$ cat config.mk
export PLATFORM = sky130hd
export DESIGN_NAME = decoder_3to8_reg_flat
export DESIGN_NICKNAME = d
export VERILOG_FILES = /design/src/rtl/decoder_3to8_reg_if.sv /design/src/rtl/decoder_3to8_reg.sv /design/src/flat_wrapper.sv
export SDC_FILE = /design/constraint.sdc
export NUM_CORES = 1
export LEC_CHECK = 0
export ABC_AREA = 1
export ABC_CLOCK_PERIOD_IN_PS = 920
export BUFFER_PORTS_ARGS = -buffer_cell sky130_fd_sc_hd__buf_2
export CAP_MARGIN = 10
export CORE_AREA = 2 2 39 41
export CTS_CLUSTER_DIAMETER = 80
export DETAILED_ROUTE_END_ITERATION = 8
export DIE_AREA = 0 0 41 43
export PLACE_DENSITY = 0.48
export SLEW_MARGIN = 20
export SYNTH_ARGS = -nofsm -noshare
export SYNTH_HDL_FRONTEND = slang
export SYNTH_SLANG_ARGS = --single-unit
$ cat constraint.sdc
create_clock -name iClk -period 0.92 [get_ports iClk]
set_clock_uncertainty 0.05 [all_clocks]
set_input_delay 0.184 -clock iClk [delete_from_list [all_inputs] [get_ports iClk]]
set_output_delay 0.184 -clock iClk [all_outputs]
set_load 0.1 [all_outputs]
$ cat src/rtl/decoder_3to8_reg_if.sv
// Select-side bus of the registered decoder: binary code and enables in,
// one-cold decode and its valid flag out.
interface decoder_3to8_reg_if #(
  parameter int SEL_W = 3
);
  logic [SEL_W-1:0]      iData;
  logic [1:0]            iEna;
  logic [(2**SEL_W)-1:0] oData;
  logic                  oValid;

  modport master (
    output iData,
    output iEna,
    input  oData,
    input  oValid
  );

  modport slave (
    input  iData,
    input  iEna,
    output oData,
    output oValid
  );
endinterface

$ cat src/rtl/decoder_3to8_reg.sv
// Registered 3-to-8 decoder with 74x138-style dual enable (G1 high, G2 low)
// and active-low one-cold output; one clock of latency.
module decoder_3to8_reg #(
  parameter int                    SEL_W   = 3,
  parameter logic [(2**SEL_W)-1:0] RST_VAL = '1
) (
  input logic                iClk,
  input logic                iRst_n,
  decoder_3to8_reg_if.slave  bus
);
  localparam int OUT_W = 2**SEL_W;

  logic [OUT_W-1:0] nxtData;
  logic             nxtValid;

  // Decode the select code; a case on the enable pair lets a known disabling
  // bit win over X/Z on the other enable bit or on the select code.
  always_comb begin
    nxtData  = RST_VAL;
    nxtValid = 1'b0;
    case (bus.iEna)
      2'b10: begin
        nxtValid = 1'b1;
        for (int unsigned k = 0; k < OUT_W; k++) begin
          nxtData[k] = (bus.iData != SEL_W'(k));
        end
      end
      default: begin
        nxtData  = RST_VAL;
        nxtValid = 1'b0;
      end
    endcase
  end

  // Output register; reset forces the all-deasserted state immediately.
  always_ff @(posedge iClk or negedge iRst_n) begin
    if (!iRst_n) begin
      bus.oData  <= RST_VAL;
      bus.oValid <= 1'b0;
    end else begin
      bus.oData  <= nxtData;
      bus.oValid <= nxtValid;
    end
  end
endmodule

$ cat src/flat_wrapper.sv
// flat-port wrapper written by rule: the top's interface ports become plain ports
module decoder_3to8_reg_flat 
#(
  parameter int                    SEL_W   = 3,
  parameter logic [(2**SEL_W)-1:0] RST_VAL = '1
)
  (iClk, iRst_n, bus_iData, bus_iEna, bus_oData, bus_oValid);
  decoder_3to8_reg_if #(.SEL_W(SEL_W)) bus_i ();
  input logic iClk;
  input logic iRst_n;
  input wire logic [$bits(bus_i.iData)-1:0] bus_iData;
  input wire logic [$bits(bus_i.iEna)-1:0] bus_iEna;
  output wire logic [$bits(bus_i.oData)-1:0] bus_oData;
  output wire logic [$bits(bus_i.oValid)-1:0] bus_oValid;
  assign bus_i.iData = bus_iData;
  assign bus_i.iEna = bus_iEna;
  assign bus_oData = bus_i.oData;
  assign bus_oValid = bus_i.oValid;
  decoder_3to8_reg #(.SEL_W(SEL_W), .RST_VAL(RST_VAL)) u_core (.iClk(iClk), .iRst_n(iRst_n), .bus(bus_i));
endmodule
==> results of run 1 <==
==> how the worst min path moves through the flow <==
| stage | startpoint | to | cells past startpoint |
|---|---|---|---|
| 3_3_place_gp | iRst_n | u_core.bus.oValid | 1 |
| 4_1_cts | bus_iEna[0] | u_core.bus.oValid | 2 |
| 3_5_place_dp | iRst_n | u_core.bus.oValid | 1 |
| 5_1_grt | bus_iEna[0] | u_core.bus.oValid | 2 |
| 2_1_floorplan | iRst_n | u_core.bus.oValid | 0 |
| 6_report | bus_iEna[0] | u_core.bus.oValid | 2 |
==> layer usage <==
metal	global-route usage, %	vias to the layer above	part of all wire (%)
li1	-	123	-
met4	8.00	0	0
met3	4.71	0	9.0
met2	8.44	13	48
met5	0	-	0
met1	9.46	94	43
==> flip-flops by register name, indices dropped and copies added (netlist names) <==
register / flops
u_core.bus.oData: 8
u_core.bus.oValid: 1
==> layout make-up <==
type                            count  area (um2)
Multi-Input combinational cell     13        66.3
Tap cell                           16        20.0
Inverter                            5        18.8
Sequential cell                     9         267
Timing Repair Buffer               16         220
Clock buffer                        4        26.3
Fill cell                         133         766
==> power by group <==
part / switching, mW / internal, mW / leakage (nW)
sequential: 0.00622 / 0.411 / 0.0947
clock: 0.125 / 0.166 / 0.0150
combinational: 0.0944 / 0.0500 / 0.164
total: 0.225 / 0.628 / 0.273
==> placed cells by master, fill, tap and decap left out, drive strengths merged <==
cell type,instances
dfrtp,1
dlygate4sd3,1
clkbuf,4
nand2,1
dfstp,8
inv,5
nor2,4
nand3,8
buf,15
==> repair_timing <==
item / 4_1_cts / 5_1_grt
pin swaps: 0 / 0
endpoints found under the setup margin: 9 / 9
hold endpoints to repair: 9 / 0
hold buffers: 1 / 0
gates cloned: 0 / 0
==> cell families (layout without fill, tap and decap cells) <==
family,Yosys count,after routing,synth area share (%)
DFF,9,9,73.4
buffers and inverters,5,25,5.86
and+or+nand+nor,13,13,20.7
==> stage by stage <==
stage	std cells	setup WS, ns	area [um2]	TNS [ns]
2_1_floorplan	27	-0.0736	352	-0.589
3_3_place_gp	58	-0.0806	582	-0.640
3_5_place_dp	58	-0.0861	582	-0.652
4_1_cts	63	-0.371	618	-3.07
5_1_grt	63	-0.394	618	-3.26
6_report	63	-0.359	618	-2.96
==> impl_metrics.env, run 1 <==
export IMPL_yosysSeqAreaShare_pct=73.4
export IMPL_n_antenna_cell=0
export IMPL_cts_tree="done"
export IMPL_max_clock_freq_ghz=0.782
export IMPL_clock_sinks=9
export IMPL_crit_fanout=1
export IMPL_h_tree_depth=1
export IMPL_ys_warnings_count=0
export IMPL_crit_path_start="u_core.bus.oData[2]"
export IMPL_wl_per_cell_um=7.79
export IMPL_ir_worst_vdd_mv=0.565
export IMPL_crit_slowest_cell="dfstp_4"
export IMPL_postLayoutCoreUtil_pct=44.7
export IMPL_power_mw=0.853
export IMPL_area_growth_syn_to_layout_pct=93.0
export IMPL_cp_endpoint="bus_oData[2]"
export IMPL_gr_usage_all_layers_pct=7.75
export IMPL_synth_top_cell_area_share_pct=65.6
export IMPL_grt_overflow=0
export IMPL_io_pins=16
export IMPL_drive_gt1_share_pct=59.6
export IMPL_cts_root_buffer="clkbuf_4"
export IMPL_vias=230
export IMPL_firstDrtPassIters=2
export IMPL_drv_cap=0
export IMPL_violations="negative setup slack"
export IMPL_worst_setup_path_start_kind="flop"
export IMPL_grt_max_degree=10
export IMPL_antenna_found_initial=0
export IMPL_cp_arrival_ns=1.04
export IMPL_clk_path_buf_depth=2
export IMPL_synth_seq_cells=9
export IMPL_timing_final_crit_share_pct=139
export IMPL_worst_path_buf_inv=1
export IMPL_ys_top_cells_by_area="dfstp_2 66%, nand3_1 13%, dfrtp_1 7.8%"
export IMPL_rsz0062_at_grt="true"
export IMPL_via_per_inst=3.65
export IMPL_cts_resized_gates=0
export IMPL_core_area_um2=1380
export IMPL_netlist_instances=27
export IMPL_cts_made_buffers=3
export IMPL_hold_viol_final=0
export IMPL_run_status="finished with violations"
export IMPL_cp_required_ns=0.69
export IMPL_grt_pass1_vias=194
export IMPL_clk_pin_slew_worst_paths_ns=0.06
export IMPL_die_w_um=41
export IMPL_path_delay_family="flip-flops"
export IMPL_setup_viol=9
export IMPL_drc=0
export IMPL_critPathMaxStageDelay_ns=0.62
export IMPL_port_buffers=15
export IMPL_grt_pass1_wl_um=828
export IMPL_worst_hold_path_type="in -> reg"
export IMPL_die_y_um=43
export IMPL_worst_slew_pin_slew_ns=0.189
export IMPL_powerDensity_nw_per_um2=1380
export IMPL_nets=55
export IMPL_cp_num_cells=1
export IMPL_synth_top_area_cell="dfstp_2"
export IMPL_post_cts_setup_buffers=0
export IMPL_syn_area_per_cell_um2=11.9
export IMPL_row_count=14
export IMPL_worstPathCellList="buf_12"
export IMPL_relSlewSlack_pct=87.3
export IMPL_holdWs_ns=0.0772
export IMPL_ys_top_cells_by_count="8 x dfstp_2, 8 x nand3_1, 5 x inv_1"
export IMPL_drtIter0Drc=2
export IMPL_ant_nets=0
export IMPL_p_leak_nw=0.273
export IMPL_wl_um=491
export IMPL_report_final_slew_viol_count=0
export IMPL_gp_congestion=0.729
export IMPL_synth_cell_types=7
export IMPL_path_class="reg -> out"
export IMPL_synth_area_um2=320
export IMPL_worst_setup_path_end_kind="output pin"
export IMPL_start_util_pct=23.1
export IMPL_final_setup_worst_slack_ns=-0.359
export IMPL_synth_edff_count=0
export IMPL_die_area_um2=1760
export IMPL_synth_nets=34
export IMPL_fin_crit_ns=1.28
export IMPL_async_reset_ff_share_pct=100
export IMPL_synthFlopType="dfstp_2"
Power figures use the tool's default switching activity.
==> run 2: changes to the inputs <==
- PLACE_DENSITY: 0.48 -> default
- PLACE_DENSITY_LB_ADDON: default -> 0.08
==> run 2 against run 1 <==
The flow still finishes with violations (negative setup slack). Routed wire length grew 13%. First-iteration DRC count decreased by 50%. Die area unchanged. Cell area did not move. Sequential power is essentially flat. Via count up 5.2%. Maximum frequency grew 0.22%. Hold slack improved by 0.0017 ns. Sequential share of layout area is the same. Non-clock buffer count unchanged. Global-route usage increased by 1.0 points. Critical endpoint is now bus_oData[0]. Highest routed layer unchanged.
==> impl_metrics.env, run 2 (synthesis gave the netlist of run 1 again) <==
export IMPL_core_area_um2=1380
export IMPL_internal_power_mw=0.628
export IMPL_worst_path_buf_inv=1
export IMPL_post_cts_setup_buffers=0
export IMPL_crit_fanout=1
export IMPL_met2RoutedLength_um=258
export IMPL_routed_top_layer="met3"
export IMPL_largest_reg_flops=8
export IMPL_finalSetupTns_ns=-2.97
export IMPL_drtIter0Drc=1
export IMPL_die_y_um=43
export IMPL_drive_gt1_share_pct=59.6
export IMPL_clk_pin_slew_worst_paths_ns=0.06
export IMPL_place_ws_ns=-0.0839
export IMPL_port_buffers=15
export IMPL_antenna_found_initial=0
export IMPL_worstPathCellList="buf_12"
export IMPL_netSwitchingFraction_pct=26.7
export IMPL_firstDrtPassIters=4
export IMPL_mostFrequentLayoutCell="buf_12"
export IMPL_wl_per_cell_um=8.78
export IMPL_timing_final_crit_share_pct=139
export IMPL_grt_pass1_vias=241
export IMPL_start_util_pct=23.1
export IMPL_worst_slew_pin_slew_ns=0.198
export IMPL_power_frac_seq_pct=48.8
export IMPL_largest_register="u_core.bus.oData"
export IMPL_ant_nets=0
export IMPL_n_antenna_cell=0
export IMPL_critPathMaxStageDelay_ns=0.62
export IMPL_area_growth_syn_to_layout_pct=93.0
export IMPL_mostFrequentLayoutCells="9 x buf_12, 8 x nand3_1, 8 x dfstp_4"
export IMPL_p_clk_share_pct=34.3
export IMPL_die_area_um2=1760
export IMPL_nets=55
export IMPL_fin_crit_ns=1.28
export IMPL_grt_overflow=0
export IMPL_cp_required_ns=0.69
export IMPL_h_tree_depth=1
export IMPL_holdWs_ns=0.0788
export IMPL_drc=0
export IMPL_crit_slowest_cell="dfstp_4"
export IMPL_powerDensity_nw_per_um2=1390
export IMPL_worst_setup_path_end_kind="output pin"
export IMPL_setup_viol=9
export IMPL_relSlewSlack_pct=86.7
export IMPL_worst_hold_path_type="in -> reg"
export IMPL_cts_tree="done"
export IMPL_comb_power_share_pct=17.0
export IMPL_grt_pass1_wl_um=972
export IMPL_cts_made_buffers=3
export IMPL_hpwl_um=453
export IMPL_p_leak_nw=0.273
export IMPL_run_status="finished with violations"
export IMPL_io_pins=16
export IMPL_clock_sinks=9
export IMPL_gr_usage_all_layers_pct=8.75
export IMPL_cp_arrival_ns=1.04
export IMPL_wl_um=553
export IMPL_row_count=14
export IMPL_die_w_um=41
export IMPL_final_setup_worst_slack_ns=-0.356
export IMPL_wl_met1_um=237
export IMPL_vias=242
export IMPL_wl_met3_um=56
export IMPL_drv_cap=0
export IMPL_cts_root_buffer="clkbuf_4"
export IMPL_grt_max_degree=10
export IMPL_clk_path_buf_depth=2
export IMPL_path_delay_family="flip-flops"
export IMPL_gp_congestion=0.679
export IMPL_hold_viol_final=0
export IMPL_rsz0062_at_grt="true"
export IMPL_via_per_inst=3.84
export IMPL_max_clock_freq_ghz=0.784
export IMPL_ir_worst_vdd_mv=0.597
export IMPL_path_class="reg -> out"
export IMPL_cts_resized_gates=0
export IMPL_violations="negative setup slack"
export IMPL_worst_setup_path_start_kind="flop"
export IMPL_reg_largest_list="u_core.bus.oData x8, u_core.bus.oValid x1"
export IMPL_p_switching_mw=0.228
export IMPL_report_final_slew_viol_count=0
## run 2: through the flow
step           total power, mW  util [%]  cells  area (um2)
2_1_floorplan            0.501         -     27         352
3_3_place_gp             0.565      42.0     58         582
3_5_place_dp             0.567      42.0     58         582
4_1_cts                  0.873      44.7     63         618
5_1_grt                  0.901      44.7     63         618
6_report                 0.856      44.7     63         618
## run 2: timing repair
item,CTS,global route
hold buffers,1,0
endpoints found under the hold margin,9,0
setup endpoints to repair,9,9
pin swaps,0,0
## run 2: worst paths after layout
check / endpoint / depth (start not counted) / from / slack [ns]
max: bus_oData[0] / 1 / u_core.bus.oData[0] / -0.36
min: u_core.bus.oValid / 2 / bus_iEna[0] / 0.08
max in group asynchronous: u_core.bus.oData[7] / 2 / iRst_n / 0.33
min in group asynchronous: u_core.bus.oValid / 2 / iRst_n / 0.25
## run 2: layer usage
| layer | vias to the layer above | track usage (%) |
|---|---|---|
| met1 | 106 | 11.1 |
| met3 | 0 | 1.57 |
| met5 | - | 0 |
| met4 | 0 | 10.0 |
| met2 | 12 | 10.9 |
| li1 | 124 | - |
## run 2: power by group through the flow
stage | Combinational (mW) | Sequential, mW | Clock [mW]
finish | 0.145 | 0.418 | 0.293
global route | 0.156 | 0.418 | 0.327
CTS | 0.147 | 0.418 | 0.309
detailed placement | 0.143 | 0.424 | 0
global placement | 0.142 | 0.423 | 0
floorplan | 0.0210 | 0.480 | 0
## run 2: final cells by class
type	count	area, um2
fill	137	766
inverter	5	18.8
tap	16	20.0
sequential	9	267
timing repair buffer	16	220
clock buffer	4	26.3
multi-input combinational	13	66.3
